--- src/rtl/alu_pipe.sv ---
// rtl/alu_pipe.sv - parametrised ALU with single-cycle ops and a fixed-latency multi-cycle path
//
// Purpose:
//   Captures opcode and operands on an accepted start. Single-cycle ops
//   complete one cycle after acceptance. mul/sp1/sp2 complete MUL_LAT cycles
//   after acceptance, and sp0 completes MUL_LAT+1 cycles after acceptance.
//   Reserved opcodes complete in one cycle with an error pulse. A start seen
//   while busy is dropped and latches a sticky flag.
//
// Ports:
//   clk      in   rising-edge clock
//   reset_n  in   asynchronous active-low reset
//   start    in   request strobe, accepted when busy=0 and op is not a nop
//   op       in   4-bit opcode
//   A, B     in   WIDTH-bit operands, sampled on acceptance
//   busy     out  a multi-cycle op is in flight
//   done     out  one-cycle completion pulse
//   error    out  one-cycle pulse with done for a reserved opcode
//   result   out  2*WIDTH-bit last completed result, held between done pulses
//   dropped  out  sticky flag, set by start while busy, cleared by reset only

module alu_pipe #(
  parameter int WIDTH   = 8,
  parameter int MUL_LAT = 3,
  parameter int SHAMT   = 3
) (
  input  logic               clk,
  input  logic               reset_n,
  input  logic               start,
  input  logic [3:0]         op,
  input  logic [WIDTH-1:0]   A,
  input  logic [WIDTH-1:0]   B,
  output logic               busy,
  output logic               done,
  output logic               error,
  output logic [2*WIDTH-1:0] result,
  output logic               dropped
);

  localparam int W2 = 2 * WIDTH;

  typedef enum logic {S_IDLE, S_MULTI} state_t;

  state_t           r_state;
  state_t           w_next_state;
  logic [3:0]       r_cnt;
  logic [3:0]       r_op;
  logic [WIDTH-1:0] r_a;
  logic [WIDTH-1:0] r_b;
  logic             r_done;
  logic             r_error;
  logic [W2-1:0]    r_result;
  logic             r_dropped;

  logic             w_accept;
  logic             w_is_single;
  logic             w_is_multi;
  logic             w_is_rsvd;
  logic             w_last;
  logic             w_done_nxt;
  logic             w_error_nxt;
  logic [W2-1:0]    w_result_nxt;

  // All arithmetic is done at 2*WIDTH so no op can lose carry or shifted-out bits.
  function automatic logic [W2-1:0] calc(input logic [3:0]       f_op,
                                         input logic [WIDTH-1:0] f_a,
                                         input logic [WIDTH-1:0] f_b);
    logic [W2-1:0] ea;
    logic [W2-1:0] eb;
    ea = W2'(f_a);
    eb = W2'(f_b);
    case (f_op)
      4'd1:    calc = ea + eb;
      4'd2:    calc = ea & eb;
      4'd3:    calc = ea ^ eb;
      4'd4:    calc = ea << SHAMT;
      4'd5:    calc = ea >> SHAMT;
      4'd6:    calc = ea * eb;
      4'd7:    calc = ea + (eb << 1);
      4'd8:    calc = ea << 1;
      4'd9:    calc = ea + (ea << 1);
      default: calc = '0;
    endcase
  endfunction

  // busy is a pure decode of the registered state, so it is glitch-free and
  // drops in the same cycle that done rises.
  assign busy    = (r_state == S_MULTI);
  assign done    = r_done;
  assign error   = r_error;
  assign result  = r_result;
  assign dropped = r_dropped;

  assign w_is_single = (op >= 4'd1) && (op <= 4'd5);
  assign w_is_multi  = (op >= 4'd6) && (op <= 4'd9);
  assign w_is_rsvd   = (op >= 4'd10) && (op <= 4'd14);
  assign w_accept    = start && !busy && (op != 4'd0) && (op != 4'd15);

  // r_cnt counts remaining cycles; at 1 the edge that ends this cycle
  // produces done.
  assign w_last = (r_state == S_MULTI) && (r_cnt == 4'd1);

  // State register
  always_ff @(posedge clk or negedge reset_n) begin
    if (!reset_n) begin
      r_state <= S_IDLE;
    end else begin
      r_state <= w_next_state;
    end
  end

  // Next-state logic
  always_comb begin
    w_next_state = r_state;
    case (r_state)
      S_IDLE: begin
        if (w_accept && w_is_multi) begin
          w_next_state = S_MULTI;
        end
      end
      S_MULTI: begin
        if (w_last) begin
          w_next_state = S_IDLE;
        end
      end
      default: w_next_state = S_IDLE;
    endcase
  end

  // Output logic: next values of the registered outputs
  always_comb begin
    w_done_nxt   = 1'b0;
    w_error_nxt  = 1'b0;
    w_result_nxt = r_result;
    case (r_state)
      S_IDLE: begin
        if (w_accept && w_is_single) begin
          w_done_nxt   = 1'b1;
          w_result_nxt = calc(op, A, B);
        end else if (w_accept && w_is_rsvd) begin
          w_done_nxt  = 1'b1;
          w_error_nxt = 1'b1;
        end
      end
      S_MULTI: begin
        if (w_last) begin
          w_done_nxt   = 1'b1;
          w_result_nxt = calc(r_op, r_a, r_b);
        end
      end
      default: begin
        w_done_nxt = 1'b0;
      end
    endcase
  end

  // Operand capture and latency counter. Captured copies free the inputs
  // to change immediately after acceptance.
  always_ff @(posedge clk or negedge reset_n) begin
    if (!reset_n) begin
      r_cnt <= '0;
      r_op  <= '0;
      r_a   <= '0;
      r_b   <= '0;
    end else if (r_state == S_MULTI) begin
      r_cnt <= r_cnt - 4'd1;
    end else if (w_accept && w_is_multi) begin
      r_op  <= op;
      r_a   <= A;
      r_b   <= B;
      // sp0 runs one cycle longer than the other multi-cycle ops.
      r_cnt <= (op == 4'd7) ? 4'(MUL_LAT) : 4'(MUL_LAT - 1);
    end
  end

  // Registered outputs
  always_ff @(posedge clk or negedge reset_n) begin
    if (!reset_n) begin
      r_done    <= 1'b0;
      r_error   <= 1'b0;
      r_result  <= '0;
      r_dropped <= 1'b0;
    end else begin
      r_done   <= w_done_nxt;
      r_error  <= w_error_nxt;
      r_result <= w_result_nxt;
      if (start && busy) begin
        r_dropped <= 1'b1;
      end
    end
  end

endmodule

--- config.mk ---
export PLATFORM = sky130hd
export DESIGN_NAME = alu_pipe
export DESIGN_NICKNAME = d
export VERILOG_FILES = /design/src/rtl/alu_pipe.sv
export SDC_FILE = /design/constraint.sdc
export NUM_CORES = 1
export LEC_CHECK = 0
export CORE_UTILIZATION = 40
export CTS_CLUSTER_SIZE = 10
export DETAILED_ROUTE_END_ITERATION = 7
export PLACE_DENSITY = 0.62
export SLEW_MARGIN = 20
export SYNTH_ARGS = -nofsm -noshare
export SYNTH_HDL_FRONTEND = slang
export SYNTH_SLANG_ARGS = --single-unit
--- constraint.sdc ---
create_clock -name clk -period 4.46 [get_ports clk]
set_clock_uncertainty 0.05 [all_clocks]
set_input_delay 1.115 -clock clk [delete_from_list [all_inputs] [get_ports clk]]
set_output_delay 1.115 -clock clk [all_outputs]
set_load 0.05 [all_outputs]
======== Yosys cells after proc, flatten, opt, wreduce, memory -nomap -nowiden ========
Cells that the tools add are included.
word-level totals
  logic and storage cells ................. 84
  output and inout port bits .............. 20
  register bits after elaboration ......... 44
operators by class
  magnitude comparators ................... 6
  bitwise logic cells ..................... 5
  reductions and logical operators ........ 16
  multipliers ............................. 2
  add/sub/neg operators ................... 7
  equality and inequality tests ........... 22
  mux-type cells .......................... 17
operator list
  cell                count
  $pmux 16 s9         2
  $add 8x9->10        4
  $eq 4x3->1 const B  8
  $mul 8x8->16        2
  $mux 16             2
  $pmux 16 s2         1
  $add 8x8->9         2
  $and 8x8->8         2
  $eq 4x2->1 const B  4
  $eq 4x4->1 const B  4
  $xor 8x8->8         2
  $eq 4x1->1 const B  3
  $logic_and 1x1->1   11
  $le 4x4->1 const B  2
  $mux 1              8
  $mux 4              2
  $ge 4x1->1 const B  1
  $ge 4x3->1 const B  1
  $ge 4x4->1 const B  1
  $le 4x3->1 const B  1
  $ne 4x4->1 const B  1
  $pmux 1 s2          2
  $reduce_and 2->1    2
  $reduce_bool 4->1   1
  other kinds (6)     6

======== Longest topological paths before layout ========
  depth after elaboration ................. 8
  mapped depth ............................ 17
  mapped depth without buffers ............ 16

======== Worst setup path after synthesis ========
Ideal clock, no wire load.
  path type ............................... input to register
  from .................................... input A[3]
  to ...................................... register r_result[8] (netlist: result[8])
  library setup time ...................... 124 ps
  path slack .............................. -270 ps
  required time ........................... 4286 ps
  stages .................................. 15
  arrival time ............................ 4556 ps
  buffers on the path ..................... 1
  cell sequence ........................... clkbuf_1 > and2_1 > fa_1 > fa_1 > inv_1 > fa_1 > fa_1 > inv_1 > ha_1 > o21ai_0 > o21bai_1 > a21oi_1 > xor2_1 > o221ai_1 > a211o_1
between the ends
  longest elaborated chain between the ends .. 4
ends and longest elaborated chain
  item                                  RTL line  text
  start, declared                       31        input logic [WIDTH-1:0] A,
  $mul 8x8->16 (tied with other cells)  78        4'd6: calc = ea * eb;
  $pmux 16 s9 *                         72        case (f_op)
  $mux 16 *                             137       if (w_accept && w_is_single) begin
  $pmux 16 s2 *                         135       case (r_state)
  end signal, assigned                  186       r_result <= w_result_nxt;
  end, declared                         52        logic [W2-1:0] r_result;
Mark *: on every way between the ends. The rest lies on a longest branch, timed or not. The select of a mux whose other input is x is not followed.
A chain may end at the register's enable or synchronous reset.

======== Final worst setup path ========
  from .................................... input A[4]
  to ...................................... register r_result[8] (netlist: result[8])
The elaborated chain is that of the path after synthesis.

==> Implementation_results.wiki <==
{| class="wikitable"
! Metric !! Value
|-
| Outcome || finished, violations left
|-
| Failing checks || negative setup slack
|-
| Most frequent cells in the layout || sky130_fd_sc_hd__buf_4 (111), sky130_fd_sc_hd__inv_1 (93), sky130_fd_sc_hd__ha_1 (76), sky130_fd_sc_hd__and2_1 (74), sky130_fd_sc_hd__fa_1 (60)
|-
| Net count after synthesis || 1,085
|-
| Vias in the first global route || 6,777
|-
| Max Cap Violations || 0
|-
| Routed wire length || 23.0 mm
|-
| Via density || 5.47
|-
| Initial cell density of the core || 40.8%
|-
| Worst min-delay path class || reg -> reg
|-
| Die Outline Area || 0.0204 sq mm
|-
| Total of endpoints with negative setup slack in the final report || 1
|-
| Global-route wire length before repair || 36.5 mm
|-
| CP arrival || 4.60 ns
|-
| Maximum fanout count along the critical path || 7
|-
| Number of DRC violations after detailed routing || 0
|-
| Number of input and output port buffers inserted || 42
|-
| Share of the yosys chip area belonging to registers || 13.9%
|-
| Detail Route Antenna Nets || 0
|-
| Crit path from || A[4]
|-
| Overflow left after global routing || 0
|-
| Buffer type at the clock tree root || sky130_fd_sc_hd__clkbuf_16
|-
| Period utilisation layout || 100%
|-
| Area added between synthesis and finish || 23.2%
|-
| Latest clock arrival within the worst-skew pair || 0.29 ns
|-
| Number of inserted filler cells in the final layout || 1,834
|-
| Terminus of the critical flop-to-flop path || result[8]
|-
| Routability cong. || 0.976
|-
| Number of inserted diodes || 0
|-
| Category of the most critical setup path || in -> reg
|-
| Routed len/inst || 17.9 um
|-
| Setup WS post-layout || -0.00841 ns
|-
| Half-perimeter wire length after detailed placement || 18.4 mm
|-
| Worst Path Required || 4.59 ns
|-
| Dominant cell type by area after synthesis || sky130_fd_sc_hd__fa_1
|-
| Place WS || -0.945 ns
|-
| TritonCTS clock tree || yes
|-
| Setup repair after global routing missed its margin || yes
|-
| Total negative slack || -0.00841 ns
|-
| Cell area after technology mapping || 0.00793 sq mm
|-
| Number of clock sinks seen by CTS || 44
|-
| Launching element type of the critical path || input pin
|-
| Number of cell rows || 51
|-
| Worst slew margin || 26.0%
|-
| Number of cells traversed by the worst register-to-register path || 18
|-
| Via count || 7,040
|-
| Worst Setup End Kind || flop
|-
| Share of flip-flops with an asynchronous set or reset after synthesis || 100%
|-
| Commonest non-fill, non-tap cell in the layout || sky130_fd_sc_hd__buf_4
|-
| Number of nets in the layout || 1,200
|-
| Fraction of layout cells with a size suffix above 1 || 24.5%
|-
| Combined global-route utilization of all metal layers || 23.2%
|-
| Yosys top cell area share || 17.2%
|-
| Post-synthesis area per instance || 8.76 sq um
|-
| Largest net degree at the start of global routing || 45
|-
| Horizontal extent of the die || 143 um
|-
| Buffer levels on the longest clock path || 2
|-
| CORE AREA || 0.0195 sq mm
|-
| Number of synthesis warnings || 0
|-
| Die outline height || 143 um
|-
| Violation count after the first detailed-routing iteration || 545
|-
| Primary flip-flop cell chosen by synthesis mapping || sky130_fd_sc_hd__dfrtp_1
|-
| Maximum level of the CTS H-tree || 2
|-
| Hold_buf cts || 0
|-
| Antenna violations before repair || 0
|-
| Highest attainable clock frequency || 224 MHz
|-
| Synth Instances || 906
|-
| Dpl cell area || 0.00932 sq mm
|-
| Post-route minimum period || 4.47 ns
|-
| Largest cells by area after synthesis || sky130_fd_sc_hd__fa_1 (17%), sky130_fd_sc_hd__dfrtp_1 (14%), sky130_fd_sc_hd__ha_1 (14%)
|-
| Transition time at the pin with the least slew margin || 1.11 ns
|-
| Critical Path End || result[8]
|-
| I/O pin count || 43
|-
| Final-report max-slew violation count || 0
|-
| Startpoint of the worst register-to-register path || r_b[4]
|-
| Distinct cell type count after synthesis || 71
|-
| Clock input transition at the sequential cells of the worst setup and hold paths || 0.07 ns
|-
| Length of the first detailed-routing pass in iterations || 5
|-
| Number of clock buffers inserted by TritonCTS || 5
|-
| Worst reg-to-reg setup slack || 0.08 ns
|-
| Count of final hold-check violations || 0
|-
| Non-Filler Cell Area, Final || 0.00977 sq mm
|-
| Post-synthesis register bit count || 44
|-
| Number of synthesized flops with an enable pin || 0
|}
[cell usage after synthesis, drive strengths merged (15+ instances only)]
cell type	n
nor2b	20
o21ai	41
nor2	36
nand2	49
dfrtp	44
mux2i	16
buf	23
ha	88
fa	68
xnor2	15
mux2	33
inv	105
clkbuf	28
a211oi	16
and2	86
a21oi	29
[metal layers]
layer	vias to the layer above	part of all wire (%)	global-route usage, %
li1	3378	-	-
met1	3435	47	33.2
met2	191	46	37.4
met3	36	4.2	1.61
met4	0	2.2	6.85
met5	-	0	0
[sequential cells by signal, indices dropped and copies added, names as in the netlist]
register and flops:
error 1, r_cnt 4, dropped 1, r_op 4, result 16, done 1, r_b 8, busy 1
r_a 8
[cells by family (layout without fill, tap and decap cells)]
kind of cell | Yosys count | in the layout | synth area share [%]
adders and majority gates | 156 | 156 | 31.0
AOI/OAI and AO/OA | 212 | 212 | 19.0
DFF | 44 | 44 | 13.9
xor gates and xnor gates | 25 | 25 | 2.76
buffers and inverters | 156 | 272 | 8.08
and+or+nand+nor | 264 | 264 | 18.5
muxes | 49 | 49 | 6.70
[metrics by stage]
step                      instances  util [%]  hold WS [ns]
final                          1287      50.2         0.418
after global routing           1287      50.2         0.442
after CTS                      1284      49.3         0.421
after detailed placement       1268      47.9         0.402
after global placement         1268      47.9         0.393
after floorplan                 906         -         0.396
[repair_timing]
| item | in CTS | in global routing |
|---|---|---|
| gates resized for setup | 98 | 47 |
| buffers inserted | 8 | 5 |
| pin swaps | 23 | 42 |
| setup endpoints to repair | 12 | 12 |
[worst max-delay path, stage by stage]
cell,delay [ns]
sky130_fd_sc_hd__buf_2,0.16
sky130_fd_sc_hd__ha_2,0.21
sky130_fd_sc_hd__fa_1,0.50
sky130_fd_sc_hd__fa_2,0.45
sky130_fd_sc_hd__fa_1,0.48
sky130_fd_sc_hd__inv_1,0.05
sky130_fd_sc_hd__fa_1,0.49
sky130_fd_sc_hd__inv_2,0.05
sky130_fd_sc_hd__ha_4,0.23
sky130_fd_sc_hd__buf_4,0.13
sky130_fd_sc_hd__buf_4,0.12
sky130_fd_sc_hd__xor2_1,0.15
sky130_fd_sc_hd__o221ai_1,0.15
sky130_fd_sc_hd__a211o_1,0.31
[worst min-delay path by stage]
stage | startpoint | cells past startpoint | end | slack (ns)
after floorplan | r_cnt[3] | 1 | r_cnt[3] | 0.40
after global placement | dropped | 1 | dropped | 0.39
after detailed placement | dropped | 1 | dropped | 0.40
after CTS | dropped | 1 | dropped | 0.42
after global routing | dropped | 1 | dropped | 0.44
final | dropped | 1 | dropped | 0.42
[final cells by class]
class	count	area (sq um)	share of cell area, %
Clock buffer	5	125	1.28
Sequential cell	44	1110	11.4
Clock inverter	3	25.0	0.256
Multi-Input combinational cell	706	6480	66.3
Timing Repair Buffer	159	1300	13.3
Inverter	105	394	4.03
Tap cell	265	332	3.39
Power is not shown: default switching activity piles up to over one toggle a cycle in this logic, so the estimate is an artifact.
